File: config.mk
export PLATFORM = sky130hd
export DESIGN_NAME = spi_subperipheral_flat
export DESIGN_NICKNAME = d
export VERILOG_FILES = /design/src/rtl/spi_subperipheral_if.sv /design/src/rtl/spi_subperipheral.sv /design/src/flat_wrapper.sv
export SDC_FILE = /design/constraint.sdc
export NUM_CORES = 1
export LEC_CHECK = 0
export ABC_AREA = 1
export CORE_ASPECT_RATIO = 0.6
export CORE_MARGIN = 5
export CORE_UTILIZATION = 45
export DETAILED_ROUTE_END_ITERATION = 10
export DONT_BUFFER_PORTS = 1
export GPL_ROUTABILITY_DRIVEN = 0
export GPL_TIMING_DRIVEN = 0
export SYNTH_ARGS = -nofsm -noshare
export SYNTH_HDL_FRONTEND = slang
export SYNTH_SLANG_ARGS = --single-unit
File: constraint.sdc
create_clock -name clock_spi_in -period 1.6 [get_ports clock_spi_in]
set_input_delay 0.24 -clock clock_spi_in [delete_from_list [all_inputs] [get_ports clock_spi_in]]
set_output_delay 0.24 -clock clock_spi_in [all_outputs]
set_load 0.1 [all_outputs]
File: src/rtl/spi_subperipheral_if.sv
// Byte-level command interface plus the SPI pins of the subperipheral.
// The slave modport is the subperipheral's view. The master modport is the
// view of the host pins together with the command block.
interface spi_subperipheral_if;
    logic        spi_select_in;
    logic        spi_clock_in;
    logic        spi_data_in;
    logic        spi_data_out;
    logic [7:0]  op_code_out;
    logic        op_code_valid_out;
    logic [7:0]  operand_out;
    logic        operand_valid_out;
    logic [31:0] operand_count_out;
    logic [7:0]  response_in;
    logic        response_valid_in;

    modport slave (
        input  spi_select_in,
        input  spi_clock_in,
        input  spi_data_in,
        output spi_data_out,
        output op_code_out,
        output op_code_valid_out,
        output operand_out,
        output operand_valid_out,
        output operand_count_out,
        input  response_in,
        input  response_valid_in
    );

    modport master (
        output spi_select_in,
        output spi_clock_in,
        output spi_data_in,
        input  spi_data_out,
        input  op_code_out,
        input  op_code_valid_out,
        input  operand_out,
        input  operand_valid_out,
        input  operand_count_out,
        output response_in,
        output response_valid_in
    );
endinterface

File: src/rtl/spi_subperipheral.sv
// SPI mode-0 subperipheral. It oversamples the host pins in the SPI clock
// domain, frames the first byte of a transaction as an op-code and later
// bytes as operands, and shifts the command block's response byte out on
// CIPO during the byte that follows.
module spi_subperipheral #(
    parameter int unsigned SYNC_STAGES   = 2,
    parameter logic [7:0]  IDLE_RESPONSE = 8'h00
) (
    input logic                clock_spi_in,
    input logic                reset_spi_in,
    spi_subperipheral_if.slave bus
);

    typedef enum logic [1:0] {
        IDLE          = 2'd0,
        OPCODE        = 2'd1,
        OPERAND       = 2'd2,
        WAIT_DESELECT = 2'd3
    } state_t;

    state_t state;
    state_t state_next;

    logic [SYNC_STAGES-1:0] select_sync;
    logic [SYNC_STAGES-1:0] sck_sync;
    logic [SYNC_STAGES-1:0] copi_sync;
    logic                   select_prev;
    logic                   sck_prev;

    logic select_now;
    logic sck_now;
    logic copi_now;
    logic select_fall;
    logic select_rise;
    logic sck_rise;
    logic sck_fall;

    logic        receiving;
    logic        in_opcode;
    logic        start;
    logic        byte_done;
    logic [7:0]  rx_byte;

    logic [6:0]  rx_shift;
    logic [2:0]  bit_count;
    logic [7:0]  tx_shift;
    logic        load_pending;
    logic [7:0]  op_code;
    logic        op_code_valid;
    logic [7:0]  operand;
    logic        operand_valid;
    logic [31:0] operand_count;

    // Pin synchronisers and edge-detect history. These are left out of reset
    // so the synchronised select is already valid when reset releases.
    always_ff @(posedge clock_spi_in) begin
        select_sync <= {select_sync[SYNC_STAGES-2:0], bus.spi_select_in};
        sck_sync    <= {sck_sync[SYNC_STAGES-2:0], bus.spi_clock_in};
        copi_sync   <= {copi_sync[SYNC_STAGES-2:0], bus.spi_data_in};
        select_prev <= select_sync[SYNC_STAGES-1];
        sck_prev    <= sck_sync[SYNC_STAGES-1];
    end

    assign select_now  = select_sync[SYNC_STAGES-1];
    assign sck_now     = sck_sync[SYNC_STAGES-1];
    assign copi_now    = copi_sync[SYNC_STAGES-1];
    assign select_fall = select_prev & ~select_now;
    assign select_rise = ~select_prev & select_now;
    assign sck_rise    = ~sck_prev & sck_now;
    assign sck_fall    = sck_prev & ~sck_now;

    // State register. If select is already low when reset releases, the
    // transaction in flight is unusable, so wait for the host to deselect.
    always_ff @(posedge clock_spi_in) begin
        if (reset_spi_in) begin
            state <= select_now ? IDLE : WAIT_DESELECT;
        end else begin
            state <= state_next;
        end
    end

    // Next-state logic. A high select forces IDLE from any state, so a
    // deselect wins over a byte that completes in the same cycle.
    always_comb begin
        state_next = state;
        if (select_now) begin
            state_next = IDLE;
        end else begin
            case (state)
                IDLE:    if (select_fall) state_next = OPCODE;
                OPCODE:  if (sck_rise && bit_count == 3'd7) state_next = OPERAND;
                default: state_next = state;
            endcase
        end
    end

    // State decode for the datapath.
    always_comb begin
        receiving = 1'b0;
        in_opcode = 1'b0;
        case (state)
            OPCODE:  begin receiving = 1'b1; in_opcode = 1'b1; end
            OPERAND: receiving = 1'b1;
            default: begin receiving = 1'b0; in_opcode = 1'b0; end
        endcase
    end

    assign start     = (state == IDLE) && select_fall;
    assign byte_done = receiving && sck_rise && (bit_count == 3'd7);
    assign rx_byte   = {rx_shift, copi_now};

    // Receive shift register. It holds only the seven earlier bits of a byte,
    // because the eighth bit is taken straight from the synchroniser.
    always_ff @(posedge clock_spi_in) begin
        if (receiving && sck_rise) begin
            rx_shift <= {rx_shift[5:0], copi_now};
        end
    end

    // Byte framing, output registers and the CIPO transmit shifter.
    always_ff @(posedge clock_spi_in) begin
        if (reset_spi_in) begin
            bit_count     <= 3'd0;
            tx_shift      <= 8'h00;
            load_pending  <= 1'b0;
            op_code       <= 8'h00;
            op_code_valid <= 1'b0;
            operand       <= 8'h00;
            operand_valid <= 1'b0;
            operand_count <= 32'd0;
        end else if (select_rise) begin
            bit_count     <= 3'd0;
            tx_shift      <= 8'h00;
            load_pending  <= 1'b0;
            op_code_valid <= 1'b0;
            operand_valid <= 1'b0;
            operand_count <= 32'd0;
        end else if (start) begin
            // The op-code byte never carries a response.
            bit_count    <= 3'd0;
            tx_shift     <= IDLE_RESPONSE;
            load_pending <= 1'b0;
        end else if (receiving) begin
            if (sck_rise) begin
                bit_count     <= bit_count + 3'd1;
                operand_valid <= 1'b0;
                if (byte_done) begin
                    load_pending <= 1'b1;
                    if (in_opcode) begin
                        op_code       <= rx_byte;
                        op_code_valid <= 1'b1;
                        operand_count <= 32'd0;
                    end else begin
                        operand       <= rx_byte;
                        operand_valid <= 1'b1;
                        operand_count <= operand_count + 32'd1;
                    end
                end
            end
            if (sck_fall) begin
                if (load_pending) begin
                    tx_shift     <= bus.response_valid_in ? bus.response_in : IDLE_RESPONSE;
                    load_pending <= 1'b0;
                end else begin
                    tx_shift <= {tx_shift[6:0], 1'b0};
                end
            end
        end
    end

    assign bus.spi_data_out      = tx_shift[7];
    assign bus.op_code_out       = op_code;
    assign bus.op_code_valid_out = op_code_valid;
    assign bus.operand_out       = operand;
    assign bus.operand_valid_out = operand_valid;
    assign bus.operand_count_out = operand_count;

endmodule

File: src/flat_wrapper.sv
// flat-port wrapper written by rule: the top's interface ports become plain ports
module spi_subperipheral_flat 
#(
    parameter int unsigned SYNC_STAGES   = 2,
    parameter logic [7:0]  IDLE_RESPONSE = 8'h00
)
  (clock_spi_in, reset_spi_in, bus_spi_select_in, bus_spi_clock_in, bus_spi_data_in, bus_spi_data_out, bus_op_code_out, bus_op_code_valid_out, bus_operand_out, bus_operand_valid_out, bus_operand_count_out, bus_response_in, bus_response_valid_in);
  spi_subperipheral_if bus_i ();
  input logic clock_spi_in;
  input logic reset_spi_in;
  input wire logic [$bits(bus_i.spi_select_in)-1:0] bus_spi_select_in;
  input wire logic [$bits(bus_i.spi_clock_in)-1:0] bus_spi_clock_in;
  input wire logic [$bits(bus_i.spi_data_in)-1:0] bus_spi_data_in;
  output wire logic [$bits(bus_i.spi_data_out)-1:0] bus_spi_data_out;
  output wire logic [$bits(bus_i.op_code_out)-1:0] bus_op_code_out;
  output wire logic [$bits(bus_i.op_code_valid_out)-1:0] bus_op_code_valid_out;
  output wire logic [$bits(bus_i.operand_out)-1:0] bus_operand_out;
  output wire logic [$bits(bus_i.operand_valid_out)-1:0] bus_operand_valid_out;
  output wire logic [$bits(bus_i.operand_count_out)-1:0] bus_operand_count_out;
  input wire logic [$bits(bus_i.response_in)-1:0] bus_response_in;
  input wire logic [$bits(bus_i.response_valid_in)-1:0] bus_response_valid_in;
  assign bus_i.spi_select_in = bus_spi_select_in;
  assign bus_i.spi_clock_in = bus_spi_clock_in;
  assign bus_i.spi_data_in = bus_spi_data_in;
  assign bus_spi_data_out = bus_i.spi_data_out;
  assign bus_op_code_out = bus_i.op_code_out;
  assign bus_op_code_valid_out = bus_i.op_code_valid_out;
  assign bus_operand_out = bus_i.operand_out;
  assign bus_operand_valid_out = bus_i.operand_valid_out;
  assign bus_operand_count_out = bus_i.operand_count_out;
  assign bus_i.response_in = bus_response_in;
  assign bus_i.response_valid_in = bus_response_valid_in;
  spi_subperipheral #(.SYNC_STAGES(SYNC_STAGES), .IDLE_RESPONSE(IDLE_RESPONSE)) u_core (.clock_spi_in(clock_spi_in), .reset_spi_in(reset_spi_in), .bus(bus_i));
endmodule
==> qor.txt <==
SETUP PATH
----------------------------------------------------------------------------------------------------
Startpoint class of the critical path                                                       register
Worst-case register-to-register setup slack                                                 -0.15 ns
RR Startpoint                                                                           u_core.state[0]
Nature of the critical path endpoint                                                        register
Data arrival, critical path                                                                  2.00 ns
Req. time, crit path                                                                         1.85 ns
Maximum fanout along the worst path                                                                7
Worst-case reg-to-reg path depth                                                                  11
Critical Setup Path Class                                                                    reg2reg
RR Endpoint                                                                             u_core.bus.operand_count_out[21]

CLOCKING
----------------------------------------------------------------------------------------------------
Clock tree from TritonCTS                                                                      built
H-tree levels                                                                                      3
CTS Buf Count                                                                                      9
Number of clock sinks seen by CTS                                                                 79
Cell chosen for the clock root                                                             clkbuf_16
Maximum root-to-sink buffer count                                                                  2
Clock-pin slew reported for the worst setup and hold paths after clock tree synthesis        0.06 ns
Clk_lat worst skew                                                                           0.33 ns

SYNTH
----------------------------------------------------------------------------------------------------
Number of distinct library cells after synthesis                                                  25
FF+latch count, synth                                                                             79
Mapped Area                                                                             0.003510 mm2
Post-synthesis async set-or-reset flop share                                                      0%
Top-area cell type share of the netlist area                                                  39.93%
Post-synthesis cell count                                                                        487
Count of synthesis-stage warnings from yosys                                                       0
Most area-consuming cells after synthesis                                               dfxtp_1 40%, nand2_1 13%, nor2_1 11%, edfxtp_1 7.7%, inv_1 5.8%
Syn nets                                                                                         507
Synthesized area per cell                                                                  7.207 um2
Synth area leader                                                                            dfxtp_1
Sequential element share of the synthesized area                                              47.63%
Dominant register cell in the synthesized netlist                                            dfxtp_1
Number of enable flip-flop cells after synthesis                                                   9

MIN PATH
----------------------------------------------------------------------------------------------------
Min-Delay Path Depth                                                                               2
Hold path start                                                                         bus_response_in[7]
Worst min path class                                                                          in2reg
Hold worst-path end                                                                     u_core.tx_shift[7]

DETAILED ROUTING
----------------------------------------------------------------------------------------------------
Detailed Route Iter0 Violations                                                                  170
Number of iterations in the first detailed-routing pass                                            4
Wirelength, routed                                                                          9.142 mm
Overall via count from detail_route                                                             3212
Via count normalized by instance count                                                         5.027
Remaining routing DRC violations                                                                   0
Number of nets with antenna violations after detailed routing                                      0
Routed wire per std cell                                                                    14.31 um

GLOBAL ROUTE
----------------------------------------------------------------------------------------------------
Antenna violations before repair                                                                   0
Overall track demand over capacity in global routing                                          18.33%
Met3 track utilization from global routing                                                    6.466%
Global-route wire length before repair                                                      14.17 mm
Maximum number of pins on one net before global-route repair                                      13
Grt total ovfl                                                                                     0
Global route hottest layer                                                                      met1
Number of global-route vias before repair                                                       2896
Grt met1 use                                                                                  26.59%
Met2 Track Usage GR                                                                           26.31%

PLACE
----------------------------------------------------------------------------------------------------
Placed Cells                                                                                     591
Number of port buffers                                                                             0
Placed standard-cell area                                                               0.003710 mm2
Post-detail-place hpwl                                                                      5.967 mm
Placement-stage worst setup slack                                                         -0.4003 ns

STA
----------------------------------------------------------------------------------------------------
Worst setup slack after layout                                                            -0.1487 ns
Final clock skew                                                                         0.008552 ns
Period utilisation layout                                                                     109.3%
Final worst path period need                                                                1.749 ns
Max-slew headroom at the worst pin                                                            31.90%
Worst Max-Slew Pin Slew                                                                     1.020 ns
Number of hold-slack violations in the final timing report                                         0
Setup repair after global routing missed its margin                                              yes
Achievable clock frequency                                                                 571.9 MHz
Max-slew violations                                                                                0
Worst hold slack after final layout                                                       0.05859 ns
Final setup viols                                                                                 46

STATUS
----------------------------------------------------------------------------------------------------
Violations in the final reports                                                         negative setup slack
Status                                                                                  complete, but fails checks

LAYOUT
----------------------------------------------------------------------------------------------------
Antenna Diode Count                                                                                0
Fraction of final layout cells sized beyond drive strength 1                                  32.90%
NumNets Final                                                                                    550
Post-route cell area                                                                    0.004853 mm2
Total of fill cells in the finished design                                                       657
Area added between synthesis and finish                                                       38.29%
Final Instance Count excl. Fillers                                                               639

PWR
----------------------------------------------------------------------------------------------------
Highest ir drop seen on vdd                                                              0.0007862 V
Power per standard cell area                                                            894.1 mW/mm2
Leak Pwr                                                                                    1.855 nW

FLOORPLANNING
----------------------------------------------------------------------------------------------------
Site row count                                                                                    24
Die boundary height                                                                         78.41 um
Die Footprint                                                                           0.009723 mm2
Initial standard-cell utilization of the core                                                 47.32%
I/O pin count                                                                                     65
Area inside the core boundary                                                           0.007417 mm2
Width of the chip                                                                           124.0 um

FLOW RUN
----------------------------------------------------------------------------------------------------
Max-cap viol count                                                                                 0

worst max-delay path by stage:
| stage | startpoint | endpoint |
|---|---|---|
| 4_1_cts | u_core.state[0] | u_core.bus.operand_count_out[21] |
| 5_1_grt | u_core.bus.operand_count_out[2] | u_core.bus.operand_count_out[19] |
| 3_5_place_dp | u_core.state[0] | u_core.bus.operand_count_out[21] |
| 6_report | u_core.state[0] | u_core.bus.operand_count_out[21] |
| 3_3_place_gp | u_core.state[0] | u_core.bus.operand_count_out[7] |
| 2_1_floorplan | u_core.state[0] | u_core.bus.operand_count_out[31] |
cells by family (layout without fill, tap and decap cells):
family | after synthesis | in the layout | synth area share (%)
AOI/OAI and AO/OA | 58 | 58 | 8.592
xor gates and xnor gates | 1 | 1 | 0.2496
adders and majority gates | 6 | 6 | 2.139
buffers and inverters | 64 | 110 | 7.201
DFF | 79 | 79 | 47.63
and+or+nand+nor | 279 | 281 | 34.19
flip-flops by register name, summed over array words and instances, names as in the netlist:
register,count
u_core.rx_shift,7
u_core.sck_prev,1
u_core.select_prev,1
u_core.sck_sync,2
u_core.copi_sync,2
u_core.bus.op_code_valid_out,1
u_core.load_pending,1
u_core.bus.operand_out,8
u_core.state,2
u_core.bus.op_code_out,8
u_core.tx_shift,8
u_core.bus.operand_count_out,32
u_core.select_sync,2
u_core.bus.operand_valid_out,1
u_core.bit_count,3
layout make-up:
| type | instances | area [um2] | area share (%) |
|---|---|---|---|
| repair buffers | 30 | 347.8 | 7.167 |
| multi-input cells | 346 | 1973 | 40.65 |
| clock buffers | 16 | 292.8 | 6.032 |
| flip-flops and latches | 79 | 1788 | 36.84 |
| well taps | 104 | 130.1 | 2.681 |
| inverters | 58 | 255.2 | 5.259 |
| plain buffers | 6 | 66.31 | 1.366 |
synth_stat cells (2+ instances only):
cell,n
nand2_1,121
nor2_1,102
dfxtp_1,70
inv_1,54
a21oi_1,34
nand3_1,28
o21ai_0,23
edfxtp_1,9
nor3_1,8
ha_1,6
nor2_2,6
nor3b_1,6
buf_2,4
inv_2,3
nor2_4,2
nor2_8,2
layer usage:
layer	wire, um	up-vias
li1	-	1640
met2	3934	76
met1	4325	1490
met5	0	-
met4	48	0
met3	833	6
report_power, final:
part	switching, mW	internal (mW)	total (mW)
registers	0.0390	2.00	2.04
clock network	0.734	1.23	1.97
logic	0.201	0.135	0.336
worst max-delay path: stages (launching register included):
cell and delay, ns:
edfxtp_1 0.39, inv_2 0.06, ha_4 0.27, inv_4 0.04, nor2_8 0.10, nand3_4 0.12, buf_12 0.18, nor2_4 0.21
nand2_2 0.09, nand2_1 0.07, nand2_1 0.05, nor2_1 0.10
metrics by stage:
stage / util, % / setup TNS, ns / power (mW)
finish: 65.44 / -4.549 / 4.339
global route: 65.44 / -9.418 / 4.519
CTS: 58.96 / -3.013 / 4.294
detailed placement: 50.02 / -16.23 / 2.297
global placement: 50.02 / -14.66 / 2.292
floorplan: - / -2.128 / 2.251
placed cells by master, fill, tap and decap left out, types with 7 or more instances in the layout:
cell and instances:
a21oi_1 29, buf_4 8, buf_6 16, clkbuf_16 12, dfxtp_1 37, dfxtp_4 30, edfxtp_1 9, inv_1 46
nand2_1 98, nand2_2 19, nand3_1 20, nand3_2 7, nor2_1 83, nor2_2 15, nor2_4 12, o21ai_0 11
o21ai_2 7
repair_timing:
action | 4_1_cts | 5_1_grt
hold buffers | 3 | 0
buffers inserted | 16 | 9
gates cloned | 2 | 4
endpoints found under the hold margin | 3 | 0
resized for setup | 69 | 108
pin swaps | 19 | 41
endpoints found under the setup margin | 58 | 69
Note: power is estimated with default switching activity, not from simulation.
